$ cat config.mk
export PLATFORM = sky130hd
export DESIGN_NAME = lsu
export DESIGN_NICKNAME = d
export VERILOG_FILES = /design/src/rtl/rv32_pkg.sv /design/src/rtl/lsu_data_align.sv /design/src/rtl/lsu.sv
export SDC_FILE = /design/constraint.sdc
export NUM_CORES = 1
export LEC_CHECK = 0
export BUFFER_PORTS_ARGS = -buffer_cell sky130_fd_sc_hd__buf_2
export CELL_PAD_IN_SITES_DETAIL_PLACEMENT = 1
export CELL_PAD_IN_SITES_GLOBAL_PLACEMENT = 2
export CORE_AREA = 5 5 148 150
export CTS_CLUSTER_DIAMETER = 100
export DETAILED_ROUTE_END_ITERATION = 10
export DIE_AREA = 0 0 153 155
export GPL_ROUTABILITY_DRIVEN = 0
export GPL_TIMING_DRIVEN = 0
export PLACE_DENSITY_LB_ADDON = 0.15
export SLEW_MARGIN = 20
export SYNTH_ARGS = -nofsm -noshare
export SYNTH_HDL_FRONTEND = slang
export SYNTH_SLANG_ARGS = --single-unit
$ cat constraint.sdc
create_clock -name clk_i -period 2.7 [get_ports clk_i]
set_clock_uncertainty 0.05 [all_clocks]
set_input_delay 0.54 -clock clk_i [delete_from_list [all_inputs] [get_ports clk_i]]
set_output_delay 0.54 -clock clk_i [all_outputs]
set_load 0.05 [all_outputs]
$ cat src/rtl/rv32_pkg.sv
// rv32_pkg: shared types for the rv32 core, load/store unit subset.
//   ls_funct3_e    RV32I load/store width and sign code (instruction funct3 field)
//   lsu_state_e    load/store unit control state
//   ls_funct3_legal  funct3 legality for a load (we=0) or a store (we=1)
package rv32_pkg;

    typedef enum logic [2:0] {
        LS_B  = 3'b000,
        LS_H  = 3'b001,
        LS_W  = 3'b010,
        LS_BU = 3'b100,
        LS_HU = 3'b101
    } ls_funct3_e;

    typedef enum logic [1:0] {
        IDLE = 2'b00,
        REQ  = 2'b01,
        WAIT = 2'b10,
        DONE = 2'b11
    } lsu_state_e;

    localparam logic [3:0] BE_ALL = 4'b1111;

    // Stores only have signed-width codes; loads additionally allow BU/HU.
    function automatic logic ls_funct3_legal(input logic we, input logic [2:0] funct3);
        logic ok;
        ok = 1'b0;
        if (we) begin
            ok = (funct3 <= 3'b010);
        end else begin
            case (funct3)
                3'b000, 3'b001, 3'b010, 3'b100, 3'b101: ok = 1'b1;
                default:                                ok = 1'b0;
            endcase
        end
        return ok;
    endfunction

endpackage

$ cat src/rtl/lsu_data_align.sv
// lsu_data_align: combinational byte-lane logic for the load/store unit.
//   we, funct3, off   operation kind, width code and address low bits
//   wdata             raw store data (rs2)
//   rdata             raw bus read word
//   illegal           funct3 not valid for this direction
//   misaligned        alignment fault (only with RV32_LSU_MISALIGN_CHECK_EN)
//   be                bus byte enables
//   wdata_lane        store data replicated onto every lane
//   rdata_ext         extracted and sign/zero-extended load result
// Optional feature macro: RV32_LSU_MISALIGN_CHECK_EN.
module lsu_data_align
    import rv32_pkg::*;
(
    input  logic        we,
    input  logic [2:0]  funct3,
    input  logic [1:0]  off,
    input  logic [31:0] wdata,
    input  logic [31:0] rdata,
    output logic        illegal,
    output logic        misaligned,
    output logic [3:0]  be,
    output logic [31:0] wdata_lane,
    output logic [31:0] rdata_ext
);

    ls_funct3_e  f3_s;
    logic [1:0]  lane_s;
    logic [31:0] shifted_s;

    assign f3_s    = ls_funct3_e'(funct3);
    assign illegal = ~ls_funct3_legal(we, funct3);

    // Effective lane: halfwords snap to the even half, words always lane 0.
    always_comb begin
        lane_s = 2'b00;
        case (f3_s)
            LS_B, LS_BU: lane_s = off;
            LS_H, LS_HU: lane_s = {off[1], 1'b0};
            default:     lane_s = 2'b00;
        endcase
    end

`ifdef RV32_LSU_MISALIGN_CHECK_EN
    // Alignment fault for halfword and word accesses.
    always_comb begin
        misaligned = 1'b0;
        case (f3_s)
            LS_H, LS_HU: misaligned = off[0];
            LS_W:        misaligned = (off != 2'b00);
            default:     misaligned = 1'b0;
        endcase
    end
`else
    assign misaligned = 1'b0;
`endif

    // Byte enables: stores mark only their lanes, loads always read the full word.
    always_comb begin
        be = BE_ALL;
        if (we) begin
            case (f3_s)
                LS_B:    be = 4'b0001 << lane_s;
                LS_H:    be = 4'b0011 << lane_s;
                default: be = BE_ALL;
            endcase
        end else begin
            be = BE_ALL;
        end
    end

    // Replication lets the byte enables alone pick the destination lane.
    always_comb begin
        wdata_lane = wdata;
        case (f3_s)
            LS_B:    wdata_lane = {4{wdata[7:0]}};
            LS_H:    wdata_lane = {2{wdata[15:0]}};
            default: wdata_lane = wdata;
        endcase
    end

    assign shifted_s = rdata >> {lane_s, 3'b000};

    // Load extraction from the selected lane, then extension.
    always_comb begin
        rdata_ext = 32'h0000_0000;
        case (f3_s)
            LS_B:    rdata_ext = {{24{shifted_s[7]}}, shifted_s[7:0]};
            LS_BU:   rdata_ext = {24'h00_0000, shifted_s[7:0]};
            LS_H:    rdata_ext = {{16{shifted_s[15]}}, shifted_s[15:0]};
            LS_HU:   rdata_ext = {16'h0000, shifted_s[15:0]};
            LS_W:    rdata_ext = shifted_s;
            default: rdata_ext = 32'h0000_0000;
        endcase
    end

endmodule

$ cat src/rtl/lsu.sv
// lsu: rv32 load/store unit. Takes the ALU result as effective address and
// runs one req/gnt/rvalid data-bus transaction per operation.
//   clk_i, rst_i            clock, synchronous active-high reset
//   req_i, we_i, funct3_i   operation start, store/load, width/sign code
//   addr_i, wdata_i         effective address, store data
//   busy_o, done_o, err_o   in-flight flag, completion pulse, error (with done_o)
//   rdata_o                 extended load result (held until next completion)
//   data_*                  data bus master port (registered outputs)
// Optional feature macro: RV32_LSU_MISALIGN_CHECK_EN (misaligned access -> error).
module lsu
    import rv32_pkg::*;
(
    input  logic        clk_i,
    input  logic        rst_i,
    input  logic        req_i,
    input  logic        we_i,
    input  logic [2:0]  funct3_i,
    input  logic [31:0] addr_i,
    input  logic [31:0] wdata_i,
    output logic        busy_o,
    output logic        done_o,
    output logic        err_o,
    output logic [31:0] rdata_o,
    output logic        data_req_o,
    input  logic        data_gnt_i,
    output logic        data_we_o,
    output logic [3:0]  data_be_o,
    output logic [31:0] data_addr_o,
    output logic [31:0] data_wdata_o,
    input  logic        data_rvalid_i,
    input  logic [31:0] data_rdata_i
);

    lsu_state_e  state_r;
    logic        we_r;
    logic [2:0]  funct3_r;
    logic [1:0]  off_r;

    logic        al_we_s;
    logic [2:0]  al_funct3_s;
    logic [1:0]  al_off_s;
    logic        illegal_s;
    logic        misaligned_s;
    logic [3:0]  be_s;
    logic [31:0] wdata_lane_s;
    logic [31:0] rdata_ext_s;

    // In IDLE the aligner sees the incoming request; afterwards the captured op.
    always_comb begin
        al_we_s     = we_r;
        al_funct3_s = funct3_r;
        al_off_s    = off_r;
        if (state_r == IDLE) begin
            al_we_s     = we_i;
            al_funct3_s = funct3_i;
            al_off_s    = addr_i[1:0];
        end else begin
            al_we_s     = we_r;
            al_funct3_s = funct3_r;
            al_off_s    = off_r;
        end
    end

    lsu_data_align u_align (
        .we         (al_we_s),
        .funct3     (al_funct3_s),
        .off        (al_off_s),
        .wdata      (wdata_i),
        .rdata      (data_rdata_i),
        .illegal    (illegal_s),
        .misaligned (misaligned_s),
        .be         (be_s),
        .wdata_lane (wdata_lane_s),
        .rdata_ext  (rdata_ext_s)
    );

    // Control FSM with all outputs registered; bus fields load only on acceptance.
    always_ff @(posedge clk_i) begin
        if (rst_i) begin
            state_r      <= IDLE;
            we_r         <= 1'b0;
            funct3_r     <= 3'b000;
            off_r        <= 2'b00;
            busy_o       <= 1'b0;
            done_o       <= 1'b0;
            err_o        <= 1'b0;
            rdata_o      <= 32'h0000_0000;
            data_req_o   <= 1'b0;
            data_we_o    <= 1'b0;
            data_be_o    <= 4'b0000;
            data_addr_o  <= 32'h0000_0000;
            data_wdata_o <= 32'h0000_0000;
        end else begin
            done_o <= 1'b0;
            err_o  <= 1'b0;
            case (state_r)
                IDLE: begin
                    if (req_i) begin
                        we_r     <= we_i;
                        funct3_r <= funct3_i;
                        off_r    <= addr_i[1:0];
                        busy_o   <= 1'b1;
                        if (illegal_s || misaligned_s) begin
                            // Faulting op never touches the bus.
                            state_r <= DONE;
                            done_o  <= 1'b1;
                            err_o   <= 1'b1;
                            rdata_o <= 32'h0000_0000;
                        end else begin
                            state_r      <= REQ;
                            data_req_o   <= 1'b1;
                            data_we_o    <= we_i;
                            data_be_o    <= be_s;
                            data_addr_o  <= {addr_i[31:2], 2'b00};
                            data_wdata_o <= wdata_lane_s;
                        end
                    end
                end
                REQ: begin
                    // rvalid seen here is a protocol violation and is ignored.
                    if (data_gnt_i) begin
                        data_req_o <= 1'b0;
                        state_r    <= WAIT;
                    end
                end
                WAIT: begin
                    if (data_rvalid_i) begin
                        state_r <= DONE;
                        done_o  <= 1'b1;
                        rdata_o <= we_r ? 32'h0000_0000 : rdata_ext_s;
                    end
                end
                DONE: begin
                    state_r <= IDLE;
                    busy_o  <= 1'b0;
                end
                default: begin
                    state_r    <= IDLE;
                    busy_o     <= 1'b0;
                    data_req_o <= 1'b0;
                end
            endcase
        end
    end

endmodule

==> flow_summary.ini, run 1 <==
[timing]
setup_viol = 0
fmax_mhz = 382.8
fin_ws_ns = 0.08753
rsz0062_at_grt = true
hold_viol_final = 0
fin_crit_ns = 2.612
holdWs_ns = 0.3523
slew-limit-headroom_pct = 54.25
layout_worst_path_cycle_share_pct = 96.76
slew_viol_final = 0
tightest_slew_ns = 0.6863

[floorplanning]
ios = 210
start_util_pct = 25.25
dieArea_um2 = 23720
die_h_um = 155
rows = 53
die_w_um = 153
coreArea_um2 = 20560

[grt]
antenna_found_initial = 3
grt_start_max_net_pins = 23
grt_pass1_vias = 5607
grt_pass1_wl_mm = 32.02
grt-ovfl-total = 0
grtUsageTotal_pct = 16.91

[status]
status = finished, final reports clean

[yosys]
ys.flop_type = dfxtp_1
async_flop_share_pct = 0
postSynthCellCount = 640
syn_avg_cell_area_um2 = 8.109
yosysTopAreaCell = dfxtp_1
synth.most_common_cell = nand2_1
synth_seq_cells = 111
synth.distinct_cells = 53
seq_area_frac_synth_pct = 42.82
ys_warn_count = 0
ys_top_cells_by_area = dfxtp_1, nand2_1, a21oi_1, mux2i_1, nor2_1
synth.cell_area_um2 = 5190
synth_edf_count = 0
synth_top_area_share_pct = 42.82
synthTopCellsByCount = nand2_1, dfxtp_1, a21oi_1, nor2_1, mux2i_1

[detailed_routing]
wl_per_cell_um = 18.09
routed_wl_mm = 20.79
drtIter0Drc = 187
vias = 5455
drc = 0
postRouteAntennaNets = 0
drt_first_pass_iters = 4
viasPerCell = 4.748

[placement]
placedInstanceArea_um2 = 6569
numPortBuffers = 206
dp_slack_ns = -0.09512
dp_hpwl_mm = 16.55
place_inst = 1122

[clock_tree]
insertion_delay_ns = 0.36
cts.hold.buffers_added = 0
root_buffer = clkbuf_16
htreeDepth = 3
cts_buffers = 9
tritoncts = done
clockBufferDepth = 2
cts_sinks = 111
path_clk_slew_ns = 0.09

[critical_path]
cp.required_ns = 2.96
start_kind = flip-flop
worstSetupPathDepth = 12
cp_cell_sequence = inv_1 > ha_1 > buf_6 > buf_6 > nor4b_2 > o21ai_1 > a211oi_2 > nor3_4 > buf_4 > buf_2 > a21oi_1 > a21o_1
slowest_stage = dfxtp_1
endpoint_kind = flip-flop
reg2reg_depth = 12
crit_arrival_ns = 2.87
timing.rr.end = rdata_o[25]$_SDFFE_PP0P_
ff2ff_setup_slack_ns = 0.09
critPathMostFrequentCell = buf_6
path_class = flip-flop to flip-flop
max_stage_delay_ns = 0.39
crit_start = state_r[0]$_SDFFE_PP0P_
cp_num_buf_inv = 5
cp_max_fo = 10
critical_path.top_delay_family = compound AO/OA/AOI/OAI gates
worstSetupEndpoint = rdata_o[25]$_SDFFE_PP0P_
rr_startpoint = state_r[0]$_SDFFE_PP0P_

[pwr]
p_sw_mw = 4.290
p_sw_share_pct = 51.46
seq_power_share_pct = 26.4
combPwrFrac_pct = 56.9
power.leakage_nw = 3.234
p_total_mw = 8.336
irDropWorstVdd_mv = 0.5780
intPower_mw = 4.046
p_per_area_nw_per_um2 = 1185
clockPowerShare_pct = 16.7

[final_layout]
regArea_um2 = 2222
synthToLayoutAreaGrowth_pct = 35.56
fin_area_um2 = 7036
nFillCells = 2578
final_cell_count_no_fill = 1149
layout.nets = 976
multiInputGateArea_um2 = 2768
drive_gt1_share_pct = 33.72

[hold_path]
hp-class = primary input to flip-flop

[flow_run]
maxCapViolCount = 0
==> how the worst min path moves through the flow <==
stage                                        start                      endpoint  slack [ns]  cells past startpoint
after global placement    rdata_o[26]$_SDFFE_PP0P_      rdata_o[26]$_SDFFE_PP0P_        0.38                      1
after detailed placement  rdata_o[27]$_SDFFE_PP0P_      rdata_o[27]$_SDFFE_PP0P_        0.38                      1
after CTS                               addr_i[31]  data_addr_o[31]$_SDFFE_PP0P_        0.34                      3
final                                    addr_i[6]   data_addr_o[6]$_SDFFE_PP0P_        0.35                      3
after floorplan              off_r[0]$_SDFFE_PP0P_         off_r[0]$_SDFFE_PP0P_        0.39                      2
after global routing                     addr_i[5]   data_addr_o[5]$_SDFFE_PP0P_        0.34                      3
==> flip-flops by register name, indices dropped and copies added (netlist names), 2 cells and up <==
register      count
data_be_o         4
data_wdata_o     32
data_addr_o      30
off_r             2
state_r           2
funct3_r          3
rdata_o          32
==> layer usage <==
| metal | vias to the layer above | wire (um) | track usage (%) |
|---|---|---|---|
| li1 | 2687 | - | - |
| met1 | 2621 | 9811 | 22.86 |
| met2 | 124 | 9777 | 27.54 |
| met3 | 21 | 879 | 3.644 |
| met4 | 2 | 307 | 4.455 |
| met5 | - | 13 | 0 |
==> area by class of cell <==
cell class,count,share of cell area [%]
inverter,3,0.1601
sequential,111,31.58
multi-input combinational,477,39.34
timing repair buffer,216,15.86
buffer,49,3.735
tap,275,4.891
antenna,2,0.07114
clock inverter,7,1.156
clock buffer,9,3.201
==> placed cells by master (no fill, tap or decap), types with 8 or more instances in the layout <==
master / n
dfxtp_1: 111
nor2_1: 38
buf_2: 226
nand3_1: 27
o31ai_1: 8
a21oi_1: 78
a311oi_1: 16
a22o_1: 8
nand2_1: 168
clkbuf_1: 15
a211oi_1: 9
buf_4: 11
a21o_1: 9
o21ai_0: 11
mux2i_1: 31
a32oi_1: 8
clkbuf_16: 9
o211ai_1: 9
==> power by group through the flow <==
stage	Combinational (mW)	Clock, mW	Sequential [mW]
2_1_floorplan	2.24	0	3.33
3_3_place_gp	4.50	0	2.23
3_5_place_dp	4.57	0	2.24
4_1_cts	4.60	1.45	2.21
5_1_grt	5.14	1.52	2.25
6_report	4.75	1.39	2.20
==> stage by stage <==
| stage | setup TNS [ns] | util (%) |
|---|---|---|
| after floorplan | 0 | - |
| after global placement | -0.6504 | 31.95 |
| after detailed placement | -1.207 | 31.95 |
| after CTS | 0 | 33.49 |
| after global routing | -0.6437 | 34.22 |
| final | 0 | 34.22 |
==> worst min-delay path: stages <==
cell	delay, ns
buf_2	0.09
nand2_1	0.04
a21oi_1	0.05
==> timing repair <==
item / CTS / global route
pin swaps: 1 / 4
setup endpoints to repair: 29 / 78
resized for setup: 4 / 20
setup buffers: 0 / 9
cloned: 0 / 1
==> kinds of logic (layout without fill, tap and decap cells) <==
logic type	count (synthesis)	after routing	share of synthesized area (%)
AOI/OAI and AO/OA	168	168	21.17
adders and majority gates	4	4	0.9644
buffers and inverters	53	284	5.038
DFF	111	111	42.82
muxes	32	32	6.413
other	1	4	0.07225
and+or+nand+nor	271	271	23.53
No activity file was read; power rests on OpenSTA's default activity.
==> inputs of run 2 (changes only) <==
--- a/config.mk
+++ b/config.mk
@@ -6,7 +6,7 @@
 export NUM_CORES = 1
 export LEC_CHECK = 0
 export BUFFER_PORTS_ARGS = -buffer_cell sky130_fd_sc_hd__buf_2
-export CELL_PAD_IN_SITES_DETAIL_PLACEMENT = 1
+export CELL_PAD_IN_SITES_DETAIL_PLACEMENT = 2
 export CELL_PAD_IN_SITES_GLOBAL_PLACEMENT = 2
 export CORE_AREA = 5 5 148 150
 export CTS_CLUSTER_DIAMETER = 100
==> constraint.sdc (replaced) <==
create_clock -name clk_i -period 2.7 [get_ports clk_i]
set_clock_uncertainty 0.05 [all_clocks]
set_input_delay 0.54 -clock clk_i [delete_from_list [all_inputs] [get_ports clk_i]]
set_output_delay 0.54 -clock clk_i [all_outputs]
set_load 0.01 [all_outputs]
==> flow_summary.ini, run 2 (synthesized netlist as in run 1, its figures left out) <==
[status]
status = finished, final reports clean

[pwr]
power.leakage_nw = 3.217
seq_power_share_pct = 29.7
irDropWorstVdd_mv = 0.4287
p_per_area_nw_per_um2 = 1060
p_total_mw = 7.440
combPwrFrac_pct = 51.0
intPower_mw = 4.106
p_sw_share_pct = 44.81
p_sw_mw = 3.334
clockPowerShare_pct = 19.3

[critical_path]
cp_num_buf_inv = 4
max_stage_delay_ns = 0.46
cp.required_ns = 2.90
path_class = flip-flop to flip-flop
rr_startpoint = state_r[0]$_SDFFE_PP0P_
slowest_stage = or3b_2
crit_arrival_ns = 2.76
ff2ff_setup_slack_ns = 0.14
critPathMostFrequentCell = buf_6
critical_path.top_delay_family = simple AND/OR/NAND/NOR gates
cp_max_fo = 10
endpoint_kind = flip-flop
start_kind = flip-flop
cp_cell_sequence = inv_1 > ha_1 > buf_6 > buf_6 > or3b_2 > nand3_1 > a21oi_1 > nor3_4 > buf_6 > o31ai_1 > a22o_1
crit_start = state_r[0]$_SDFFE_PP0P_

[timing]
fin_ws_ns = 0.1387
setup_viol = 0
slew_viol_final = 0
layout_worst_path_cycle_share_pct = 94.86
tightest_slew_ns = 0.7044
fmax_mhz = 390.4
slew-limit-headroom_pct = 53.04
rsz0062_at_grt = false
hold_viol_final = 0
fin_crit_ns = 2.561

[detailed_routing]
vias = 5544
viasPerCell = 4.833
drt_first_pass_iters = 4
drtIter0Drc = 175
wl_per_cell_um = 19.28
drc = 0
routed_wl_mm = 22.12
postRouteAntennaNets = 0

[final_layout]
final_common_cell = buf_2
synthToLayoutAreaGrowth_pct = 35.27
final_core_util_pct = 34.15
top_regs = data_wdata_o: 32 flops, rdata_o: 32 flops, data_addr_o: 30 flops
drive_gt1_share_pct = 33.45
final_cell_mix = buf_2, nand2_1, dfxtp_1, a21oi_1, nor2_1
layout.nets = 974
fin_area_um2 = 7020

[floorplanning]
start_util_pct = 25.25
die_h_um = 155
rows = 53
coreArea_um2 = 20560
ios = 210
dieArea_um2 = 23720
die_w_um = 153

[placement]
dp_slack_ns = -0.1350
placedInstanceArea_um2 = 6569
dp_hpwl_mm = 17.76
numPortBuffers = 206

[grt]
grtUsageTotal_pct = 18.15
grt_pass1_wl_mm = 34.56
grt_pass1_vias = 6138
antenna_found_initial = 3
grt_start_max_net_pins = 21
grt-ovfl-total = 0

[clock_tree]
root_buffer = clkbuf_16
insertion_delay_ns = 0.35
clockBufferDepth = 2
cts_buffers = 9
cts_sinks = 111
htreeDepth = 3
tritoncts = done
cts.hold.buffers_added = 0
path_clk_slew_ns = 0.08

[flow_run]
maxCapViolCount = 0

[hold_path]
hp-class = primary input to flip-flop
hold_start = addr_i[4]
[run 2: changes by cell type in the layout (fill, tap and decap cells not counted), sizes merged]
cell      before  now
buf          241  239
bufinv         0    1
clkinv         3    2
clkinvlp       0    1
inv            7    6
[run 2: final timing paths]
path / cells past startpoint / end
setup / recovery: 11 / rdata_o[17]$_SDFFE_PP0P_
setup reg to reg: 11 / rdata_o[17]$_SDFFE_PP0P_
hold reg to reg: 2 / data_addr_o[24]$_SDFFE_PP0P_
hold / removal: 3 / data_addr_o[4]$_SDFFE_PP0P_
[run 2: timing repair]
action                                  4_1_cts  5_1_grt
endpoints found under the setup margin       66       88
resized for setup                             4       22
pin swaps                                     1        4
endpoints found under the hold margin         0        0
setup buffers                                 0        8
[run 2: tightest hold or removal path, delay by kind of cell]
family / cells / cell delay (ns)
buf+inv: 1 / 0.10
compound gates: 1 / 0.05
simple gates: 1 / 0.05
[run 2: metal layers]
metal  vias up  GRT usage, %  part of all wire, %
met5         -             0                0.059
met4         2         3.734                  1.2
met3        19         3.922                  4.7
met2       136         31.57                   50
met1      2702         23.34                   45
li1       2685             -                    -
[run 2: power by group through the flow]
stage,clock network [mW],registers (mW),logic [mW]
finish,1.43,2.21,3.79
global route,1.56,2.27,4.19
CTS,1.49,2.21,3.72
detailed placement,0,2.25,3.68
global placement,0,2.23,3.53
floorplan,0,2.37,2.23
[run 2: through the flow]
step	TNS (ns)	hold slack (ns)	instances
after global placement	-0.6504	0.3829	1122
after detailed placement	-2.370	0.3917	1122
after floorplan	0	0.3899	641
after global routing	0	0.3596	1147
after CTS	-0.001332	0.3516	1138
final	0	0.3711	1147
[run 2: area by class of cell]
cell class | instances | area, um^2
Fill cell | 2442 | 13540
Multi-Input combinational cell | 477 | 2764
Sequential cell | 111 | 2225
Timing Repair Buffer | 214 | 1091
Tap cell | 275 | 344.1
Buffer | 49 | 266.5
Clock buffer | 9 | 225.2
Clock inverter | 7 | 88.84
Inverter | 3 | 11.26
Antenna cell | 2 | 5.005
